[src/rtl/div_pkg.sv]
// ============================================================================
// div_pkg : shared types and constants for the sequential restoring divider
// Rev 1.0 : initial release
// ============================================================================
`default_nettype none

package div_pkg;

  localparam int STATE_W = 2;

  typedef enum logic [STATE_W-1:0] {
    IDLE   = 2'd0,
    CALC   = 2'd1,
    FINISH = 2'd2
  } div_state_e;

  // Replicated across WIDTH to form the divide-by-zero quotient
  localparam logic DZ_QUOTIENT_FILL = 1'b1;

endpackage

`default_nettype wire

[src/rtl/seq_restoring_divider_trial_sub.sv]
// ============================================================================
// unsignedTrialSubtractor : (W+1)-bit trial subtract for one restoring step
// Rev 1.0 : initial release
// ============================================================================
`default_nettype none

module unsignedTrialSubtractor #(
  parameter int W = 32
) (
  input  logic [W:0]   minuend,
  input  logic [W-1:0] subtrahend,
  output logic [W-1:0] diff,
  output logic         neg
);

  logic [W:0] full_diff;

  assign full_diff = minuend - {1'b0, subtrahend};
  assign diff      = full_diff[W-1:0];
  assign neg       = full_diff[W];

endmodule

`default_nettype wire

[src/rtl/seq_restoring_divider.sv]
// ============================================================================
// seq_restoring_divider : multi-cycle unsigned restoring divider, 1 bit/cycle
// Rev 1.0 : initial release
// ============================================================================
`default_nettype none

module seq_restoring_divider
  import div_pkg::*;
#(
  parameter int WIDTH = 32,
  parameter int CNT_W = $clog2(WIDTH + 1)
) (
  input  logic             clk,
  input  logic             rst,
  input  logic             start,
  input  logic [WIDTH-1:0] dividend,
  input  logic [WIDTH-1:0] divisor,
  output logic             busy,
  output logic             done,
  output logic [WIDTH-1:0] quotient,
  output logic [WIDTH-1:0] remainder,
  output logic             div_by_zero
);

  div_state_e       state_q, state_d;
  logic [WIDTH-1:0] q_q, q_d;
  logic [WIDTH-1:0] r_q, r_d;
  logic [WIDTH-1:0] d_q, d_d;
  logic [CNT_W-1:0] cnt_q, cnt_d;
  logic             busy_q, busy_d;
  logic             done_q, done_d;
  logic [WIDTH-1:0] quo_q, quo_d;
  logic [WIDTH-1:0] rem_q, rem_d;
  logic             dz_q, dz_d;

  logic [WIDTH:0]   trial_min;
  logic [WIDTH-1:0] trial_diff;
  logic             trial_neg;

  // The guard bit of the partial remainder only exists inside the trial
  // difference: a kept remainder is always < D, so its top bit is never set.
  assign trial_min = {r_q, q_q[WIDTH-1]};

  unsignedTrialSubtractor #(
    .W (WIDTH)
  ) u_trial_sub (
    .minuend    (trial_min),
    .subtrahend (d_q),
    .diff       (trial_diff),
    .neg        (trial_neg)
  );

  always_comb begin
    state_d = state_q;
    q_d     = q_q;
    r_d     = r_q;
    d_d     = d_q;
    cnt_d   = cnt_q;
    busy_d  = busy_q;
    done_d  = 1'b0;
    quo_d   = quo_q;
    rem_d   = rem_q;
    dz_d    = dz_q;
    case (state_q)
      IDLE: begin
        if (start) begin
          q_d     = dividend;
          d_d     = divisor;
          r_d     = '0;
          cnt_d   = CNT_W'(WIDTH);
          busy_d  = 1'b1;
          state_d = (divisor == '0) ? FINISH : CALC;
        end
      end
      CALC: begin
        if (!trial_neg) begin
          r_d = trial_diff;
          q_d = {q_q[WIDTH-2:0], 1'b1};
        end else begin
          r_d = trial_min[WIDTH-1:0];
          q_d = {q_q[WIDTH-2:0], 1'b0};
        end
        cnt_d = cnt_q - CNT_W'(1);
        if (cnt_q == CNT_W'(1)) begin
          state_d = FINISH;
        end
      end
      FINISH: begin
        if (d_q == '0) begin
          // Q was never shifted on this path, so it still holds the dividend
          quo_d = {WIDTH{DZ_QUOTIENT_FILL}};
          rem_d = q_q;
          dz_d  = 1'b1;
        end else begin
          quo_d = q_q;
          rem_d = r_q;
          dz_d  = 1'b0;
        end
        done_d  = 1'b1;
        busy_d  = 1'b0;
        state_d = IDLE;
      end
      default: state_d = IDLE;
    endcase
  end

  always_ff @(posedge clk or posedge rst) begin
    if (rst) begin
      state_q <= IDLE;
      q_q     <= '0;
      r_q     <= '0;
      d_q     <= '0;
      cnt_q   <= '0;
      busy_q  <= 1'b0;
      done_q  <= 1'b0;
      quo_q   <= '0;
      rem_q   <= '0;
      dz_q    <= 1'b0;
    end else begin
      state_q <= state_d;
      q_q     <= q_d;
      r_q     <= r_d;
      d_q     <= d_d;
      cnt_q   <= cnt_d;
      busy_q  <= busy_d;
      done_q  <= done_d;
      quo_q   <= quo_d;
      rem_q   <= rem_d;
      dz_q    <= dz_d;
    end
  end

  assign busy        = busy_q;
  assign done        = done_q;
  assign quotient    = quo_q;
  assign remainder   = rem_q;
  assign div_by_zero = dz_q;

endmodule

`default_nettype wire

[config.mk]
export PLATFORM = sky130hd
export DESIGN_NAME = seq_restoring_divider
export DESIGN_NICKNAME = d
export VERILOG_FILES = /design/src/rtl/div_pkg.sv /design/src/rtl/seq_restoring_divider_trial_sub.sv /design/src/rtl/seq_restoring_divider.sv
export SDC_FILE = /design/constraint.sdc
export NUM_CORES = 1
export LEC_CHECK = 0
export BUFFER_PORTS_ARGS = -buffer_cell sky130_fd_sc_hd__buf_2
export CORE_UTILIZATION = 55
export CTS_CLUSTER_SIZE = 16
export DETAILED_ROUTE_END_ITERATION = 7
export PLACE_DENSITY = 0.77
export SETUP_SLACK_MARGIN = 0.4
export SLEW_MARGIN = 25
export SYNTH_ARGS = -nofsm -noshare
export SYNTH_HDL_FRONTEND = slang
export SYNTH_SLANG_ARGS = --single-unit
[constraint.sdc]
create_clock -name clk -period 13.6 [get_ports clk]
set_clock_uncertainty 0.15 [all_clocks]
set_input_delay 0 -clock clk [delete_from_list [all_inputs] [get_ports clk]]
set_output_delay 0 -clock clk [all_outputs]
set_load 0.005 [all_outputs]
==> results by group, run 1 <==
Critical path
  • CP peak stage delay: 470 ps
  • CP most frequent cell: inv_1
  • Critical Path End Type: register
  • Cell count of the worst reg-to-reg path: 13
  • Critical path launch point type: register
  • Total number of cells along the worst setup path: 13
  • WP buf/inv: 3
  • Worst endpoint data arrival time: 3940 ps
  • Worst-path fanout max: 14
  • Delay-heaviest family, CP: compound AO/OA/AOI/OAI gates
  • R2R setup slack: 9820 ps
  • RR Endpoint: r_q[0]
  • Worst path cell trace: inv_1 > ha_1 > inv_1 > fa_1 > a21o_1 > a221oi_2 > a21oi_1 > o211ai_2 > a41oi_4 > xor2_2 > buf_4 > nand2_1 > a32o_1
  • Worst r2r src: q_q[31]
  • Crit path max-delay cell type: xor2_2
  • Setup Crit Path Kind: reg2reg
  • Data required, critical path: between 10000 and 15000 ps

Clock tree
  • Clk_lat worst skew: 430 ps
  • Root buf cell: clkbuf_16
  • Post CTS Setup Buffer Count: 0
  • TritonCTS clock tree: done
  • Deepest clock path buffer count: 2
  • H-tree levels: 4
  • CTS buffer count: 17
  • Clock sinks: 171
  • Clock slew at reported path FFs: roughly 70 ps

Place
  • Routability cong.: approximately 0.9
  • Placement Cell Area: 0.01001 mm²
  • Detailed Place HPWL: between 15000 and 20000 µm
  • Port-buffer cells: 133

GRT
  • Initial antenna violation count: 0
  • Largest net degree at the start of global routing: 99
  • GR Overflow Total: 0
  • Total GRT Usage: 28.20%
  • First-pass GRT wire length: about 39000 µm
  • Vias in the first global route: 7694

Layout
  • Area Overhead vs Synth: 21.93%
  • Nets: about 1300
  • Ant. Diodes: 0
  • Share of post-route cells with drive strength above 1: 16.35%
  • Design area: 0.01121 mm²

STA
  • FMAX: 0.2648 GHz
  • RSZ-0062 raised after global routing: no
  • Post-route clock period utilization: 27.77%
  • Max Slew Vio Count: 0
  • Setup TNS: 0 ps
  • Actual slew at the worst max-slew pin: 906.3 ps
  • Relative slew margins: 39.31%
  • Setup-failing EPs final: 0
  • Final Hold Fails: 0
  • Final min period: 3777 ps

Yosys
  • Register area share after synthesis: between 40 and 50%
  • Yosys warns: 0
  • Asr flop ratio synth: 100.0%
  • Synth unique cells: 57
  • Total nets after synthesis: 1119
  • Syn_area_per_cell: 9.038 µm²
  • FF+latch count, synth: 171
  • Gate Count Post-Synth: 1017
  • Ys flop type: dfrtp_1
  • Number of synthesized flops with an enable pin: 0
  • Synthesized cell area: between 0.009 and 0.01 mm²

Floorplanning
  • Placeable Area: around 0.016 mm²
  • FP Rows: 46
  • Die ar.: around 0.017 mm²
  • Die height: ~130 µm
  • Total I/O pin count: 134
  • Die width: 131.3 µm
  • Starting density of the core: a little under three fifths

Drt
  • DRT Wirelength: 23710 µm
  • Routed len/inst: around 17 µm
  • Vias per cell: 5.701
  • Via Count: just over 8000
  • Starting DRT DRC Count: 659
  • # DRC: 0
  • Pre-antenna DRT Iters: 5
  • Antenna Nets Post-Route: 0

Pwr
  • VDD IR max: 0.1223 mV
  • Leak pwr: 0.005230 µW
  • Power Dens Cells: 240.9 mW/mm²

Job
  • MaxCap Viol Count: 0

Run status
  • Status: finished, final reports clean

Worst hold path
  • Hold path endpoint: q_q[24]
  • HP Class: in2reg
  • Worst Hold Launch: start
  • WHS Path Cells: 4
==> through the flow <==
stage                     hold WS [ps]  instances  setup slack, ps  util (%)  total power (µW)
after floorplan                 -44.56       1017             8818         -              1848
after global placement           70.39       1317             9950     61.97              2173
after detailed placement         73.48       1318             9871     62.10              2221
after CTS                        107.6       1415             9821     69.52              2690
after global routing             150.6       1415             9627     69.54              2906
final                            124.2       1415             9823     69.54              2700
==> logic make-up (layout without fill, tap and decap cells) <==
logic type,after synthesis,after routing,share of synthesized area [%]
AOI/OAI and AO/OA,329,329,20.92
xor gates and xnor gates,31,31,3.036
adders and majority gates,35,35,4.846
buffers and inverters,105,287,4.601
DFF,171,171,46.56
muxes,52,52,5.690
and+or+nand+nor,294,294,14.35
==> metal layers <==
metal  part of all wire (%)  global-route usage (%)  vias to the layer above
li1                       -                       -                     3921
met1                     47                   40.82                     3848
met2                     47                   44.71                      275
met3                    5.6                   3.588                       23
met4                    1.1                   7.752                        0
met5                      0                       0                        -
==> Yosys cell counts (all sizes together), types with 2 or more instances <==
library cell    n  area (µm²)
nor4           18       112.6
xnor2          21       183.9
nand3          10       50.05
a22oi          31       232.7
a31oi           3       18.77
a22o            2       17.52
buf            13       77.56
o21bai          6       45.04
nor3            2       15.01
clkbuf         47       176.4
o211ai          5       42.54
mux2i          50       500.5
nand2b          6       37.54
a21boi          2       15.01
a21oi          65       325.3
ha             34       425.4
or3             3       18.77
nand2         189       711.9
o21ai         178       890.9
nand4           7       43.79
a21o            8       60.06
nor2           18       67.56
inv            45       168.9
or2             2       12.51
a32oi          10       87.58
a211oi          2       15.01
mux2            2       22.52
nor2b          32       200.2
a32o            2       20.02
dfrtp         171        4279
o21a            4       30.03
and3            4       26.28
xor2           10       95.10
==> cell type report <==
type	instances	area, µm²
fillers	1236	4908
clock buffers	19	452.9
flip-flops and latches	171	4279
inverters	45	173.9
multi-input cells	741	4516
clock inverters	13	92.59
repair buffers	210	1423
well taps	216	270.3
==> state kept, by name, summed over array words and instances, names as in the netlist <==
signal       count
d_q             32
q_q             32
quotient        32
r_q             32
remainder       32
cnt_q            6
state_q          2
busy             1
div_by_zero      1
done             1
==> power by group <==
group | total (µW) | switching (µW) | leakage (µW) | internal, µW
clock | 449 | 205 | 0.000258 | 244
sequential | 916 | 191 | 0.00220 | 725
combinational | 1330 | 776 | 0.00277 | 559
==> worst reg2reg max path, cell delays in order, from the launching register on <==
cell	delay (ps)
dfrtp_1	410
inv_1	130
ha_1	180
inv_1	60
fa_1	400
a21o_1	220
a221oi_2	300
a21oi_1	190
o211ai_2	270
a41oi_4	170
xor2_2	470
buf_4	360
nand2_1	90
a32o_1	260
==> what timing repair did <==
| action | in CTS | in global routing |
|---|---|---|
| hold endpoints to repair | 159 | 0 |
| hold buffers | 65 | 0 |
| gates resized for setup | 0 | 0 |
==> how the worst max path moves through the flow <==
| stage | start | to | slack [ps] |
|---|---|---|---|
| global placement | q_q[31] | r_q[0] | 9950 |
| finish | q_q[31] | r_q[0] | 9820 |
| detailed placement | q_q[31] | r_q[0] | 9870 |
| floorplan | rst | busy | 8820 |
| global route | q_q[31] | r_q[15] | 9630 |
| CTS | q_q[31] | r_q[15] | 9820 |
==> cells in the final DEF, fill, tap and decap left out, types with 17 or more instances in the layout <==
master and n:
o21ai_1 32, clkbuf_16 17, inv_1 44, buf_2 133
a21oi_1 65, a22oi_1 31, dfrtp_1 171, mux2i_1 50
nand2_1 188, xnor2_1 21, nor4_1 18, dlygate4sd3_1 65
nor2_1 17, nor2b_1 29, ha_1 34, o21ai_0 146
No activity file was read; power rests on OpenSTA's default activity.
==> inputs of run 2 (changes only) <==
==> constraint.sdc (replaced) <==
create_clock -name clk -period 3.95 [get_ports clk]
set_clock_uncertainty 0.15 [all_clocks]
set_input_delay 0 -clock clk [delete_from_list [all_inputs] [get_ports clk]]
set_output_delay 0 -clock clk [all_outputs]
set_load 0.005 [all_outputs]
==> run 2 against run 1 <==
Utilization grew 0.54 points. Hold slack got worse by 9.5 ps. Power grew to 3.5 times the previous value. Fmax is 15% higher. Register-to-register slack got worse by 9200 ps. Setup slack lost 9200 ps. Critical endpoint is now r_q[28]. Largest cell class unchanged. Highest routed layer unchanged.
==> results by group, run 2 (synthesized netlist as in run 1, its figures left out) <==
Critical path
  • Worst r2r src: q_q[31] (unchanged)
  • Setup Crit Path Kind: reg2reg (unchanged)
  • RR Endpoint: r_q[28] (was r_q[0])
  • Data required, critical path: 4130 ps (was 13770 ps)
  • Critical Path End Type: register (unchanged)
  • Critical path launch point type: register (unchanged)
  • Worst endpoint data arrival time: 3480 ps (was 3940 ps)
  • Worst-path fanout max: 12 (was 14)
  • R2R setup slack: 650 ps (was 9820 ps)
  • Cell count of the worst reg-to-reg path: 13 (unchanged)

Floorplanning
  • FP Rows: 46 (unchanged)
  • Starting density of the core: 57.03% (unchanged)
  • Die ar.: 0.01723 mm² (unchanged)
  • Total I/O pin count: 134 (unchanged)
  • Die width: 131.3 µm (unchanged)
  • Placeable Area: 0.01612 mm² (unchanged)
  • Die height: 131.3 µm (unchanged)

Drt
  • Vias per cell: 5.685 (was 5.701)
  • Pre-antenna DRT Iters: 5 (unchanged)
  • Via Count: 8062 (was 8067)
  • # DRC: 0 (unchanged)
  • Routed len/inst: 16.68 µm (was 16.76 µm)
  • Starting DRT DRC Count: 713 (was 659)
  • Antenna Nets Post-Route: 0 (unchanged)
  • DRT Wirelength: 23650 µm (was 23710 µm)

Pwr
  • Leak pwr: 0.005270 µW (was 0.005230 µW)
  • Power Dens Cells: 835.9 mW/mm² (was 240.9 mW/mm²)
  • Clock network fraction of total power: 17.4% (was 16.6%)
  • Net Sw Frac: 42.72% (was 43.41%)
  • Final Total Pwr: 9441 µW (was 2700 µW)
  • Flop pwr share: 33.6% (was 33.9%)
  • Gate power share: 49.0% (was 49.4%)
  • Power Internal: 5408 µW (was 1528 µW)
  • Net switching power: 4033 µW (was 1172 µW)
  • VDD IR max: 0.4740 mV (was 0.1223 mV)

Run status
  • Status: finished, final reports clean (unchanged)

Worst hold path
  • HP Class: in2reg (unchanged)
  • Worst Hold Launch: start (unchanged)
  • Hold path endpoint: q_q[28] (was q_q[24])
  • WHS Path Cells: 4 (unchanged)

Place
  • Routability cong.: 0.9272 (was 0.9135)
  • Port-buffer cells: 133 (unchanged)
  • Place WS: 585.2 ps (was 9871 ps)
  • Detailed Place HPWL: 16100 µm (was 16000 µm)

GRT
  • GR Overflow Total: 0 (unchanged)
  • Total GRT Usage: 28.10% (was 28.20%)
  • Largest net degree at the start of global routing: 119 (was 99)
  • Initial antenna violation count: 0 (unchanged)
  • First-pass GRT wire length: 38670 µm (was 38940 µm)
  • Vias in the first global route: 7701 (was 7694)

Clock tree
  • CTS buffer count: 17 (unchanged)
  • TritonCTS clock tree: done (unchanged)
  • H-tree levels: 4 (unchanged)
  • Root buf cell: clkbuf_16 (unchanged)
  • Clk_lat worst skew: 440 ps (was 430 ps)
  • Deepest clock path buffer count: 2 (unchanged)
  • Post CTS Setup Buffer Count: 0 (unchanged)
  • Clock slew at reported path FFs: 70 ps (about the same)
  • Clock sinks: 171 (unchanged)

STA
  • RSZ-0062 raised after global routing: no (unchanged)
  • Actual slew at the worst max-slew pin: 882.2 ps (was 906.3 ps)
  • Final Hold Fails: 0 (unchanged)
  • Final min period: 3298 ps (was 3777 ps)
  • Setup-failing EPs final: 0 (unchanged)
  • Max Slew Vio Count: 0 (unchanged)
  • FMAX: 0.3032 GHz (was 0.2648 GHz)
  • Setup TNS: 0 ps (unchanged)
  • Relative slew margins: 41.12% (was 39.31%)
  • Post-route clock period utilization: 83.49% (was 27.77%)
  • Setup ws final: 652.1 ps (was 9823 ps)
  • WHS: 114.7 ps (was 124.2 ps)

Layout
  • Commonest non-fill, non-tap cell in the layout: nand2_1 (unchanged)
  • Nets: 1292 (was 1288)
  • Register area: 0.004279 mm² (unchanged)
  • Most frequent cells in the layout: 188 x nand2_1, 171 x dfrtp_1, 146 x o21ai_0, 133 x buf_2, 65 x dlygate4sd3_1 (was 188 x nand2_1, 171 x dfrtp_1, 146 x o21ai_0, 133 x buf_2)
  • Multi-input combinational cell area: 0.004531 mm² (was 0.004516 mm²)
  • Area Overhead vs Synth: 22.88% (was 21.93%)
  • Ant. Diodes: 0 (unchanged)
  • Share of post-route cells with drive strength above 1: 16.47% (was 16.35%)
  • Share of the core filled with cells: 70.09% (was 69.54%)
  • Fill cells: 1255 (was 1236)

Job
  • MaxCap Viol Count: 0 (unchanged)
==> run 2: timing repair <==
item,4_1_cts,5_1_grt
hold buffers,65,0
hold endpoints to repair,237,0
gates resized for setup,0,2
endpoints found under the setup margin,0,8
==> run 2: worst max-delay path, stage by stage, from the launching register on <==
cell	delay, ps
dfrtp_1	400
inv_1	130
ha_1	180
inv_1	50
fa_1	390
a21o_1	230
a221oi_4	290
a21oi_2	130
o211ai_2	230
a41oi_4	170
xnor2_1	310
buf_4	250
o21ai_1	90
a22o_1	190
==> run 2: layer usage <==
layer	track usage, %	up-vias	share of wire, %
li1	-	3928	-
met1	39.81	3818	48
met2	43.97	278	45
met3	3.935	38	4.7
met4	10.47	0	2.3
met5	0	-	0
==> run 2: cell type report <==
class | instances | share of cell area, %
clock buffers | 20 | 3.955
clock inverters | 11 | 1.075
inverters | 45 | 1.529
multi-input cells | 741 | 40.11
flip-flops and latches | 171 | 37.89
well taps | 216 | 2.393
repair buffers | 214 | 13.05
==> run 2: worst max path at each step <==
stage / to / start / slack, ps
finish: r_q[28] / q_q[31] / 650
global route: r_q[31] / q_q[31] / 420
CTS: r_q[28] / q_q[31] / 530
detailed placement: r_q[28] / q_q[31] / 590
global placement: r_q[31] / q_q[31] / 630
floorplan: r_q[31] / q_q[31] / 880
==> run 2: through the flow <==
step                      cell area [µm²]  instances
after floorplan                      9195       1017
after global placement              10040       1321
after detailed placement            10060       1322
after CTS                           11280       1418
after global routing                11290       1418
final                               11290       1418
==> run 2: power by group through the flow <==
stage	logic, µW	clock network (µW)	registers, µW
5_1_grt	5180	1730	3250
6_report	4620	1640	3170
2_1_floorplan	3390	0	2980
4_1_cts	4570	1650	3150
3_3_place_gp	4370	0	3150
3_5_place_dp	4480	0	3180
==> inputs of run 3 (changes only) <==
--- a/config.mk
+++ b/config.mk
@@ -5,8 +5,9 @@
 export SDC_FILE = /design/constraint.sdc
 export NUM_CORES = 1
 export LEC_CHECK = 0
+export ABC_AREA = 1
 export BUFFER_PORTS_ARGS = -buffer_cell sky130_fd_sc_hd__buf_2
-export CORE_UTILIZATION = 55
+export CORE_UTILIZATION = 53
 export CTS_CLUSTER_SIZE = 16
 export DETAILED_ROUTE_END_ITERATION = 7
 export PLACE_DENSITY = 0.77
==> constraint.sdc (replaced) <==
create_clock -name clk -period 2.95 [get_ports clk]
set_clock_uncertainty 0.15 [all_clocks]
set_input_delay 0 -clock clk [delete_from_list [all_inputs] [get_ports clk]]
set_output_delay 0 -clock clk [all_outputs]
set_load 0.005 [all_outputs]
==> run 3 against run 2 <==
Global-route usage up 2.8 points. Flip-flop and latch count unchanged. Critical path type unchanged. Clock power is 38% higher. Area after synthesis grew 8.7%. Register-to-register slack worse by 220 ps. Cell area up 12%. Final cell count up 28%. Largest cell class unchanged. Power is 90% higher. Routed wire length up 25%.
==> results by group, run 3 <==
Clock tree
  • Deepest clock path buffer count: 2 (unchanged)
  • H-tree levels: 4 (unchanged)
  • CTS buffer count: 17 (unchanged)
  • Root buf cell: clkbuf_16 (unchanged)
  • Clock sinks: 171 (unchanged)
  • TritonCTS clock tree: done (unchanged)
  • Clk_lat worst skew: 430 ps (was 440 ps)
  • Clock slew at reported path FFs: 70 ps (about the same)

Worst hold path
  • WHS Path Cells: 4 (unchanged)
  • HP Class: in2reg (unchanged)

GRT
  • GR Overflow Total: 0 (unchanged)
  • Vias in the first global route: 9672 (was 7701)
  • Initial antenna violation count: 0 (unchanged)
  • Total GRT Usage: 30.92% (was 28.10%)
  • First-pass GRT wire length: 47530 µm (was 38670 µm)
  • Largest net degree at the start of global routing: 57 (was 119)

STA
  • Final min period: 2515 ps (was 3298 ps)
  • Post-route clock period utilization: 85.24% (was 83.49%)
  • Relative slew margins: 57.11% (was 41.12%)
  • Setup TNS: 0 ps (unchanged)
  • RSZ-0062 raised after global routing: no (unchanged)
  • Actual slew at the worst max-slew pin: 642.1 ps (was 882.2 ps)
  • Setup-failing EPs final: 0 (unchanged)
  • Max Slew Vio Count: 0 (unchanged)
  • FMAX: 0.3977 GHz (was 0.3032 GHz)
  • Final Hold Fails: 0 (unchanged)

Yosys
  • Yosys warns: 0 (unchanged)
  • Synthesized cell area: 0.009988 mm² (was 0.009191 mm²)
  • Gate Count Post-Synth: 1375 (was 1017)
  • Most frequent cell after synthesis: nand2_1 (unchanged)
  • Synth top area cells: dfrtp_1 43%, nand2_1 16%, inv_1 7.8% (was dfrtp_1 47%, o21ai_0 7.9%, nand2_1 7.7%)
  • Leading area contributor after synthesis: dfrtp_1 (unchanged)
  • Synth top area share: 42.84% (was 46.56%)
  • Syn_area_per_cell: 7.264 µm² (was 9.038 µm²)
  • FF+latch count, synth: 171 (unchanged)
  • Number of synthesized flops with an enable pin: 0 (unchanged)
  • Synth cell count leaders: 421 x nand2_1, 208 x inv_1, 171 x dfrtp_1 (was 188 x nand2_1, 171 x dfrtp_1, 146 x o21ai_0)
  • Synth unique cells: 43 (was 57)
  • Total nets after synthesis: 1477 (was 1119)
  • Ys flop type: dfrtp_1 (unchanged)
  • Register area share after synthesis: 42.84% (was 46.56%)
  • Asr flop ratio synth: 100.0% (unchanged)

Critical path
  • Crit path max-delay cell type: dfrtp_1 (unchanged)
  • Critical path launch point type: register (unchanged)
  • CP peak stage delay: 460 ps (was 400 ps)
  • CP most frequent cell: nand2_1 (was inv_1)
  • Worst-path fanout max: 12 (unchanged)
  • Data required, critical path: 3120 ps (was 4130 ps)
  • Setup Crit Path Kind: reg2reg (unchanged)
  • Critical Path End Type: register (unchanged)
  • Cell count of the worst reg-to-reg path: 12 (was 13)
  • Worst path cell trace: ha_2 > nand2_1 > nor2_1 > nand2_1 > nor2_2 > nand2_4 > nand2_4 > nand2_2 > nand2_8 > nand2_1 > nand3_1 > nand2_1 (was inv_1 > ha_1 > inv_1 > fa_1 > a21o_1 > a221oi_4 > a21oi_2 > o211ai_2 > a41oi_4 > xnor2_1 > buf_4 > o21ai_1 > a22o_1)
  • Worst endpoint data arrival time: 2680 ps (was 3480 ps)

Layout
  • Fill cells: 1443 (was 1255)
  • Most frequent cells in the layout: 418 x nand2_1, 205 x inv_1, 170 x dfrtp_1, 133 x buf_2, 128 x nor2_1 (was 188 x nand2_1, 171 x dfrtp_1, 146 x o21ai_0, 133 x buf_2, 65 x dlygate4sd3_1)
  • Share of post-route cells with drive strength above 1: 17.60% (was 16.47%)
  • Ant. Diodes: 0 (unchanged)
  • Area Overhead vs Synth: 26.64% (was 22.88%)
  • Multi-input combinational cell area: 0.005045 mm² (was 0.004531 mm²)
  • Design area: 0.01265 mm² (was 0.01129 mm²)
  • Commonest non-fill, non-tap cell in the layout: nand2_1 (unchanged)
  • Nets: 1681 (was 1292)
  • Register area: 0.004280 mm² (was 0.004279 mm²)

Place
  • Routability cong.: 0.9547 (was 0.9272)
  • Port-buffer cells: 133 (unchanged)
  • Placement Cell Area: 0.01093 mm² (was 0.01006 mm²)
  • Detailed Place HPWL: 20610 µm (was 16100 µm)

Run status
  • Status: finished, final reports clean (unchanged)

Drt
  • Routed len/inst: 16.22 µm (was 16.68 µm)
  • Pre-antenna DRT Iters: 6 (was 5)
  • Antenna Nets Post-Route: 0 (unchanged)
  • Via Count: 9873 (was 8062)
  • Vias per cell: 5.425 (was 5.685)
  • DRT Wirelength: 29520 µm (was 23650 µm)
  • # DRC: 0 (unchanged)
  • Starting DRT DRC Count: 742 (was 713)

Pwr
  • Power Dens Cells: 1418 mW/mm² (was 835.9 mW/mm²)
  • Leak pwr: 0.006524 µW (was 0.005270 µW)
  • VDD IR max: 0.7169 mV (was 0.4740 mV)

Floorplanning
  • Die ar.: 0.01940 mm² (was 0.01723 mm²)
  • Die height: 139.3 µm (was 131.3 µm)
  • Total I/O pin count: 134 (unchanged)
  • FP Rows: 49 (was 46)
  • Die width: 139.3 µm (was 131.3 µm)
  • Placeable Area: 0.01821 mm² (was 0.01612 mm²)
  • Starting density of the core: 54.85% (was 57.03%)

Job
  • MaxCap Viol Count: 0 (unchanged)
run 3: final cells by class:
type | instances | share of cell area [%]
clock buffers | 18 | 3.393
inverters | 214 | 6.380
well taps | 229 | 2.265
clock inverters | 13 | 1.246
repair buffers | 230 | 13.00
multi-input cells | 945 | 39.88
flip-flops and latches | 171 | 33.84
run 3: per-stage QoR:
stage	instances	total power, µW	utilization (%)	hold slack [ps]	setup WS, ps
global route	1820	19460	69.47	49.49	338.3
floorplan	1375	11480	-	-40.38	590.1
global placement	1710	13810	60.04	-48.96	371.2
detailed placement	1710	14080	60.04	-43.45	320.5
finish	1820	17940	69.47	13.52	435.4
CTS	1813	17030	67.97	1.225	452.8
run 3: cell families (layout without fill, tap and decap cells):
group,Yosys count,after routing,share of synthesized area (%)
fa+ha+maj,35,35,4.460
xor+xnor,17,17,1.491
buf+inv,261,475,10.31
compound gates,210,210,11.95
simple gates,681,683,28.95
flops,171,171,42.84
run 3: repair_timing:
action	in CTS	in global routing
setup buffers	6	4
hold endpoints to repair	236	0
pin swaps	8	6
cloned	1	3
setup endpoints to repair	32	33
resized for setup	19	27
hold buffers	65	0
run 3: final timing paths:
| kind | end | slack [ps] | start |
|---|---|---|---|
| worst min register to register | busy | 320 | busy |
| min in group asynchronous | quotient[22] | 50 | rst |
| worst max-delay path | r_q[21] | 440 | r_q[15] |
| max in group asynchronous | d_q[12] | 1890 | rst |
| worst min-delay path | busy | 10 | start |
| worst max register to register | r_q[21] | 440 | r_q[15] |
run 3: worst max-delay path: cells and delay by family (launching register included):
| kind | cells | cell delay, ps |
|---|---|---|
| adder cells (fa/ha/maj) | 1 | 420 |
| flip-flops | 1 | 460 |
| AND/OR/NAND/NOR | 11 | 1390 |
run 3: metal layers:
metal	vias up	routed length, µm	global-route usage [%]
met3	51	2032	4.233
met2	433	14300	51.89
li1	4750	-	-
met4	0	610	9.825
met5	-	0	0
met1	4639	12580	41.47
run 3: report_power, final:
| group | internal, µW | switching [µW] | total [µW] | leakage [µW] |
|---|---|---|---|---|
| logic | 4310 | 6810 | 11100 | 0.00420 |
| clock network | 1270 | 1010 | 2270 | 0.000283 |
| registers | 3520 | 1030 | 4550 | 0.00204 |
| total | 9100 | 8840 | 17900 | 0.00652 |
